$ cat src/rtl/rvv_cmd_queue_pkg.sv
// rvv_cmd_queue_pkg: shared RVV types used between the front end and the
// backend dispatch.
//   lmul_e / sew_e    vtype field encodings
//   RVVConfigState    vtype/vl snapshot that travels with each command
//   RVVInstruction    raw 32-bit vector instruction word
//   RVVCmd            one queued command: instruction, config and tag
package rvv_cmd_queue_pkg;

  typedef enum logic [2:0] {
    LMUL_1    = 3'd0,
    LMUL_2    = 3'd1,
    LMUL_4    = 3'd2,
    LMUL_8    = 3'd3,
    LMUL_RSVD = 3'd4,
    LMUL_F8   = 3'd5,
    LMUL_F4   = 3'd6,
    LMUL_F2   = 3'd7
  } lmul_e;

  typedef enum logic [1:0] {
    SEW_8  = 2'd0,
    SEW_16 = 2'd1,
    SEW_32 = 2'd2,
    SEW_64 = 2'd3
  } sew_e;

  typedef struct packed {
    lmul_e      lmul;
    sew_e       sew;
    logic [7:0] vl;
  } RVVConfigState;

  typedef logic [31:0] RVVInstruction;

  typedef struct packed {
    RVVInstruction insn;
    RVVConfigState cfg;
    logic [7:0]    tag;
  } RVVCmd;

endpackage

$ cat src/rtl/rvv_cmd_queue.sv
// rvv_cmd_queue: multi-entry circular FIFO between the RVV front end and the
// backend dispatch. Accepts up to N aligned commands per cycle, presents the
// M oldest entries in order, reports saturated free capacity.
//   clk, rstn          clock, asynchronous active-low reset
//   cmd_valid_i/data_i enqueue lanes (prefix-contiguous valids, no ready)
//   queue_capacity_o   min(DEPTH - count, 2*N), from registered count only
//   deq_valid_o/data_o oldest M entries, lane j = j-th oldest
//   deq_ready_i        per-lane accept; pops stop at the first refused lane
//   flush_i            synchronous drop of all entries
//   overflow_o         sticky, set when an enqueue exceeds free space
// Optional build macro RVV_CMD_QUEUE_STATS_EN adds hwm_o, the high-water mark
// of the occupancy since reset (not cleared by flush).
module rvv_cmd_queue
  import rvv_cmd_queue_pkg::*;
#(
  parameter int unsigned N            = 4,
  parameter int unsigned M            = 2,
  parameter int unsigned DEPTH        = 16,
  parameter int unsigned CAPACITYBITS = $clog2(2*N+1)
) (
  input  logic                    clk,
  input  logic                    rstn,
  input  logic [N-1:0]            cmd_valid_i,
  input  RVVCmd [N-1:0]           cmd_data_i,
  output logic [CAPACITYBITS-1:0] queue_capacity_o,
  output logic [M-1:0]            deq_valid_o,
  output RVVCmd [M-1:0]           deq_data_o,
  input  logic [M-1:0]            deq_ready_i,
  input  logic                    flush_i,
  output logic                    overflow_o
`ifdef RVV_CMD_QUEUE_STATS_EN
  ,
  output logic [$clog2(DEPTH+1)-1:0] hwm_o
`endif
);

  localparam int unsigned PTRW = $clog2(DEPTH);
  localparam int unsigned CNTW = $clog2(DEPTH+1);
  localparam int unsigned ENQW = $clog2(N+1);
  localparam int unsigned DEQW = $clog2(M+1);

  if (M == 0 || M > N) begin : g_bad_m
    $error("rvv_cmd_queue: M must satisfy 1 <= M <= N");
  end
  if (DEPTH < 2*N || (DEPTH & (DEPTH - 1)) != 0) begin : g_bad_depth
    $error("rvv_cmd_queue: DEPTH must be a power of two and >= 2*N");
  end

  logic [PTRW-1:0] rd_ptr;
  logic [PTRW-1:0] wr_ptr;
  logic [CNTW-1:0] count;
  logic [CNTW-1:0] count_nxt;
  RVVCmd           mem [DEPTH];

  logic [ENQW-1:0] enq_cnt;
  logic [DEQW-1:0] deq_cnt;
  logic [CNTW:0]   room;
  logic            enq_over;
  logic            enq_ok;
  logic            run;

  always_comb begin
    enq_cnt = '0;
    for (int unsigned i = 0; i < N; i++) begin
      enq_cnt = enq_cnt + ENQW'(cmd_valid_i[i]);
    end
  end

  always_comb begin
    deq_valid_o = '0;
    for (int unsigned j = 0; j < M; j++) begin
      deq_valid_o[j] = CNTW'(j) < count;
      deq_data_o[j]  = mem[rd_ptr + PTRW'(j)];
    end
  end

  // Pops count leading accepted lanes only; a ready after a gap is ignored.
  always_comb begin
    deq_cnt = '0;
    run     = 1'b1;
    for (int unsigned j = 0; j < M; j++) begin
      if (run && deq_valid_o[j] && deq_ready_i[j]) begin
        deq_cnt = deq_cnt + 1'b1;
      end else begin
        run = 1'b0;
      end
    end
  end

  // Slots freed by this cycle's pops count toward room for this cycle's write.
  always_comb begin
    room      = (CNTW+1)'(DEPTH) - (CNTW+1)'(count) + (CNTW+1)'(deq_cnt);
    enq_over  = (CNTW+1)'(enq_cnt) > room;
    enq_ok    = !enq_over && !flush_i;
    count_nxt = '0;
    if (!flush_i) begin
      count_nxt = count + (enq_ok ? CNTW'(enq_cnt) : '0) - CNTW'(deq_cnt);
    end
  end

  always_comb begin
    if (count <= CNTW'(DEPTH - 2*N)) begin
      queue_capacity_o = CAPACITYBITS'(2*N);
    end else begin
      queue_capacity_o = CAPACITYBITS'(CNTW'(DEPTH) - count);
    end
  end

  always_ff @(posedge clk) begin
    if (enq_ok) begin
      for (int unsigned i = 0; i < N; i++) begin
        if (cmd_valid_i[i]) begin
          mem[wr_ptr + PTRW'(i)] <= cmd_data_i[i];
        end
      end
    end
  end

  always_ff @(posedge clk or negedge rstn) begin
    if (!rstn) begin
      rd_ptr     <= '0;
      wr_ptr     <= '0;
      count      <= '0;
      overflow_o <= 1'b0;
    end else begin
      if (enq_over) begin
        overflow_o <= 1'b1;
      end
      count <= count_nxt;
      if (flush_i) begin
        rd_ptr <= '0;
        wr_ptr <= '0;
      end else begin
        rd_ptr <= rd_ptr + PTRW'(deq_cnt);
        if (enq_ok) begin
          wr_ptr <= wr_ptr + PTRW'(enq_cnt);
        end
      end
    end
  end

`ifdef RVV_CMD_QUEUE_STATS_EN
  always_ff @(posedge clk or negedge rstn) begin
    if (!rstn) begin
      hwm_o <= '0;
    end else if (count_nxt > hwm_o) begin
      hwm_o <= count_nxt;
    end
  end
`endif

endmodule
$ cat config.mk
export PLATFORM = sky130hd
export DESIGN_NAME = rvv_cmd_queue
export DESIGN_NICKNAME = d
export VERILOG_FILES = /design/src/rtl/rvv_cmd_queue_pkg.sv /design/src/rtl/rvv_cmd_queue.sv
export SDC_FILE = /design/constraint.sdc
export NUM_CORES = 2
export LEC_CHECK = 0
export CAP_MARGIN = 0
export CORE_MARGIN = 1.5
export CORE_UTILIZATION = 30
export DETAILED_ROUTE_END_ITERATION = 12
export PLACE_DENSITY = 0.42
export SYNTH_ARGS = -nofsm -noshare
export SYNTH_HDL_FRONTEND = slang
export SYNTH_SLANG_ARGS = --single-unit
$ cat constraint.sdc
create_clock -name clk -period 7.3 [get_ports clk]
set_clock_uncertainty 0.15 [all_clocks]
set_input_delay 1.46 -clock clk [delete_from_list [all_inputs] [get_ports clk]]
set_output_delay 1.46 -clock clk [all_outputs]
set_load 0.01 [all_outputs]
-- Yosys cells after proc, flatten, opt, wreduce, memory -nomap -nowiden
Memories as Yosys holds them, arrays and structs flattened.
Cells that the tools add are included.
W data, S select, Z words.
- logic and storage cells: 52
- bits of input ports: 221
- output and inout port bits: 113
- flip-flop bits (word level): 14
- bits in writable memories: 848
- memories: 1
- reduce and logical (&&, ||, !) cells: 7
- multiplexer cells: 21
- $add $sub $neg: 15
- magnitude comparators: 4
- memories (name ; depth ; bits a word ; read ports ; clocked after memory_dff ; wr ports ; line ; text):
    mem ; 16 ; 53 ; 2 ; 0 ; 4 ; rvv_cmd_queue.sv:53 ; RVVCmd mem [DEPTH];
- operators with widths (operator ; count):
    $mux W4 ; 4
    $mux W1 ; 14
    $lt A1 B5 Y1 const A ; 2
    $add A4 B1 Y4 const B ; 2
    $add A4 B2 Y4 const B ; 2
    $add A6 B2 Y6 ; 1
    $gt A3 B6 Y1 ; 1
    $sub A5 B5 Y6 const A ; 1
    $add A5 B3 Y5 ; 1
    $le A5 B4 Y1 const B ; 1
    $mux W5 ; 1
    $sub A5 B2 Y5 ; 1
    $add A4 B2 Y4 ; 1
    $add A4 B3 Y4 ; 1
    $logic_and A1 B1 Y1 ; 4
    $sub A1 B4 Y4 const A ; 1
    $add A2 B1 Y3 ; 1
    $add A3 B1 Y3 ; 1
    $mux W3 ; 1
    $add A1 B1 Y2 ; 1
    $add A2 B1 Y2 const B ; 1
    $logic_not A1 Y1 ; 2
    $mux W2 ; 1
    $reduce_bool A2 Y1 ; 1

-- Logic depth before layout (Yosys ltp)
- depth in word-level cells: 14
- depth in mapped cells: 31
- mapped depth without buffers: 28

-- Worst setup path before layout
OpenSTA, ideal clock, no wires.
- path type: input to register
- start: in cmd_valid_i[0]
- end: mem mem[8][0] (netlist bit), enable pin
- stages on the path: 11
- arrival time: 6.336 ns
- library setup time: 0.483 ns
- slack: 0.331 ns
- cell sequence: fa_1 ha_1 ha_1 ha_1 a211o_1 nand2_1 a21o_2 buf_6 buf_6 nand3_1 o2111ai_1
- RTL lines (element ; line ; text):
    start: declaration ; rvv_cmd_queue.sv:23 ; input logic [N-1:0] cmd_valid_i,
    end: declaration ; rvv_cmd_queue.sv:53 ;

==> metrics.txt <==
reg2reg start=count[3]$_DFF_PN0_; Tmin final=around 6.4 ns; Worst EP arrival=around 4.8 ns; Netlist Area Pre-Place=around 62000 µm²; Post-Syn Nets=5885; pin count of the biggest net entering global routing=93; cts hold-fix bufs=0; status=finished, final reports clean; final hold viol count=0; Die W=about 460 µm; DR vias/cell=7.71; share of layout cells above drive strength 1=roughly 18%; WHS Endpoint=overflow_o$_DFFE_PN0N_; Power Density=389 nW/µm²; PortBufs=between 300 and 400; Row Count=167; vias in the first global route=~60000; Detail Route Antenna Nets=0; most used cell, CP=mux4_2; commonest non-fill, non-tap cell in the layout=edfxtp_1; Fillers=20471; RR Endpoint=mem[5][29]$_DFFE_PP_; Max FO, Critical Path=51; DRC violation count after routing=0; Die Ht=459 µm; GP Congestion=approximately 0.87; slew of the pin with the lowest slew margin=between 1 and 1.5 ns; Syn Area/Cell=approximately 11 µm²; most frequent cells in the layout=edfxtp_1, o22ai_1, a21oi_1, a22oi_1, mux4_2; antenna violations before repair=39; Reg2Reg Setup Slack=1.50 ns; Slew headroom=under 10%; Max Clk Rate=~160 MHz; Syn. warnings=0; GR Overflow Total=0; global-route wire length before repair=approximately 530 mm; hold path start=overflow_o$_DFFE_PN0N_; Worst IR Drop VDD=0.431 mV; Async SR Flop Fraction=roughly 1.6%; DR iter-0 viols=between 10000 and 15000; Core Footprint=slightly above 200000 µm²; Worst Reg2Reg Path Length in Cells=22; Reg clk slew, reported paths=roughly 0.060 ns; Routed WL per cell=a little under 50 µm; postcts setup bufs=0; hold path cells=1; Worst-Skew Late Latency=0.79 ns; main flop type after synthesis=edfxtp_1; CP Capture Type=output pin; final core area utilization=roughly a third; final cell count without fillers=8218; CTS tree=yes; Worst path slowest cell=ha_4; Cells after Synth=between 5000 and 6000; post-DP HPWL=216 mm; DR vias=approximately 63000; DRT Pass-1 Iters=6; Fin Setup TNS=0 ns; I/O pin cnt=between 300 and 400; Total Wirelength=398 mm; worst path buffer plus inverter count=2; CP delay by family, top=adder cells; CTS buffer count=110; crit-path cells=ha_4 -> buf_4 -> mux4_2 -> mux4_2 -> clkdlybuf4s50_1; Post-synth EDFFs=~850; Area Growth Syn to Fin=15.5%; min-delay worst type=reg -> reg; #FFs+latches synth=862; Clock Tree Root=clkbuf_16; Global Route Usage Sum=between 30% and 40%; NumNets Final=5660; crit-path max cell delay=between 1 and 1.5 ns; Placed Cells=around 8000; Leak=23.1 nW; crit path launch type=flip-flop; Seq/Total Area, Yosys=around 41%; die area=roughly 210000 µm²; Initial Util=roughly 30%; RSZ-0062 raised after global routing=false; Max Cap Violations=0; CP Class=reg -> out; Distinct cells, synth=57; # resized after CTS=0; # setup viols final=0; period utilization=roughly 87%; number of clock sinks=approximately 860; max-slew violation count=0; CTS H-tree depth=3; Max Buffers Root-to-Sink=3; CP required=about 5.7 ns
Yosys cell counts (3+ instances only):
master | n | area [µm²]
a2bb2oi_1 | 6 | 52.6
o21ai_1 | 149 | 746
xnor2_1 | 5 | 43.8
a22oi_1 | 630 | 4730
inv_1 | 25 | 93.8
nand3_2 | 10 | 100
nand3b_1 | 3 | 22.5
fa_1 | 4 | 80.1
o22ai_1 | 646 | 4040
o211ai_1 | 4 | 30.0
clkbuf_1 | 454 | 1700
nor3_2 | 6 | 60.1
a221oi_1 | 216 | 1890
o2111ai_1 | 6 | 52.6
edfxtp_1 | 848 | 25500
a211oi_1 | 4 | 30.0
nand3_1 | 26 | 130
dfrtp_1 | 14 | 350
buf_2 | 231 | 1160
and3_1 | 159 | 995
mux4_2 | 530 | 11900
nand2b_1 | 4 | 25.0
nor2_1 | 37 | 139
nand3_4 | 9 | 158
nand4_1 | 4 | 25.0
nor3_1 | 9 | 45.0
ha_1 | 29 | 363
buf_4 | 55 | 413
or3_1 | 14 | 87.6
xor2_1 | 9 | 78.8
a21oi_1 | 645 | 3230
nand2_1 | 243 | 912
buf_6 | 21 | 236
nor2b_1 | 11 | 68.8
and2_1 | 120 | 751
o21ai_0 | 269 | 1350
or2_2 | 5 | 31.3
a21o_1 | 3 | 22.5
buf_1 | 144 | 541
registers in the layout (all words and copies together), names as in the netlist:
register and flops:
wr_ptr 4, overflow_o 1, count 5, mem 848, rd_ptr 4
kinds of logic after synthesis:
kind of cell	count (synthesis)	synth area share, %
compound gates	2594	26.1
xor+xnor	14	0.197
fa+ha+maj	33	0.710
buf+inv	930	6.64
flops	862	41.4
mux	531	19.1
simple gates	667	5.78
where the power goes:
part | switching [mW] | total [mW] | internal [mW]
sequential | 0.522 | 7.09 | 6.56
clock | 2.46 | 5.56 | 3.09
combinational | 9.25 | 15.4 | 6.13
layer usage:
metal,track usage [%],routed length [µm],part of all wire [%],up-vias
li1,-,-,-,22868
met1,46.9,143000,36,32148
met2,52.3,166000,42,6736
met3,13.1,59700,15,1558
met4,21.8,27800,7.0,32
met5,0.735,372,0.094,-
stage by stage:
step	total power, mW	setup WS [ns]	hold slack [ns]	cell area [µm²]
global route	28.4	0.812	0.449	72000
detailed placement	22.0	0.685	0.432	68600
global placement	22.0	0.677	0.433	68600
floorplan	15.3	0.331	0.354	62400
CTS	27.6	0.892	0.447	72000
finish	28.0	0.944	0.415	72100
worst max-delay path by stage:
| stage | startpoint | to | slack (ns) | depth (start not counted) |
|---|---|---|---|---|
| 5_1_grt | rd_ptr[0]$_DFF_PN0_ | deq_data_o[79] | 0.81 | 5 |
| 4_1_cts | rd_ptr[0]$_DFF_PN0_ | deq_data_o[79] | 0.89 | 5 |
| 3_3_place_gp | deq_ready_i[0] | mem[5][20]$_DFFE_PP_ | 0.68 | 18 |
| 2_1_floorplan | cmd_valid_i[0] | mem[8][0]$_DFFE_PP_ | 0.33 | 11 |
| 3_5_place_dp | cmd_valid_i[0] | mem[8][36]$_DFFE_PP_ | 0.69 | 11 |
| 6_report | rd_ptr[0]$_DFF_PN0_ | deq_data_o[77] | 0.94 | 5 |
layout make-up:
class                      instances  area [µm²]  area share, %
multi-input combinational       3839       33200           46.0
sequential                       862       25800           35.8
timing repair buffer             568        6160           8.55
tap                             2704        3380           4.69
clock buffer                     142        2870           3.99
clock inverter                    51         509          0.707
inverter                          25        93.8          0.130
antenna                           27        67.6         0.0937
Power figures use the tool's default switching activity.
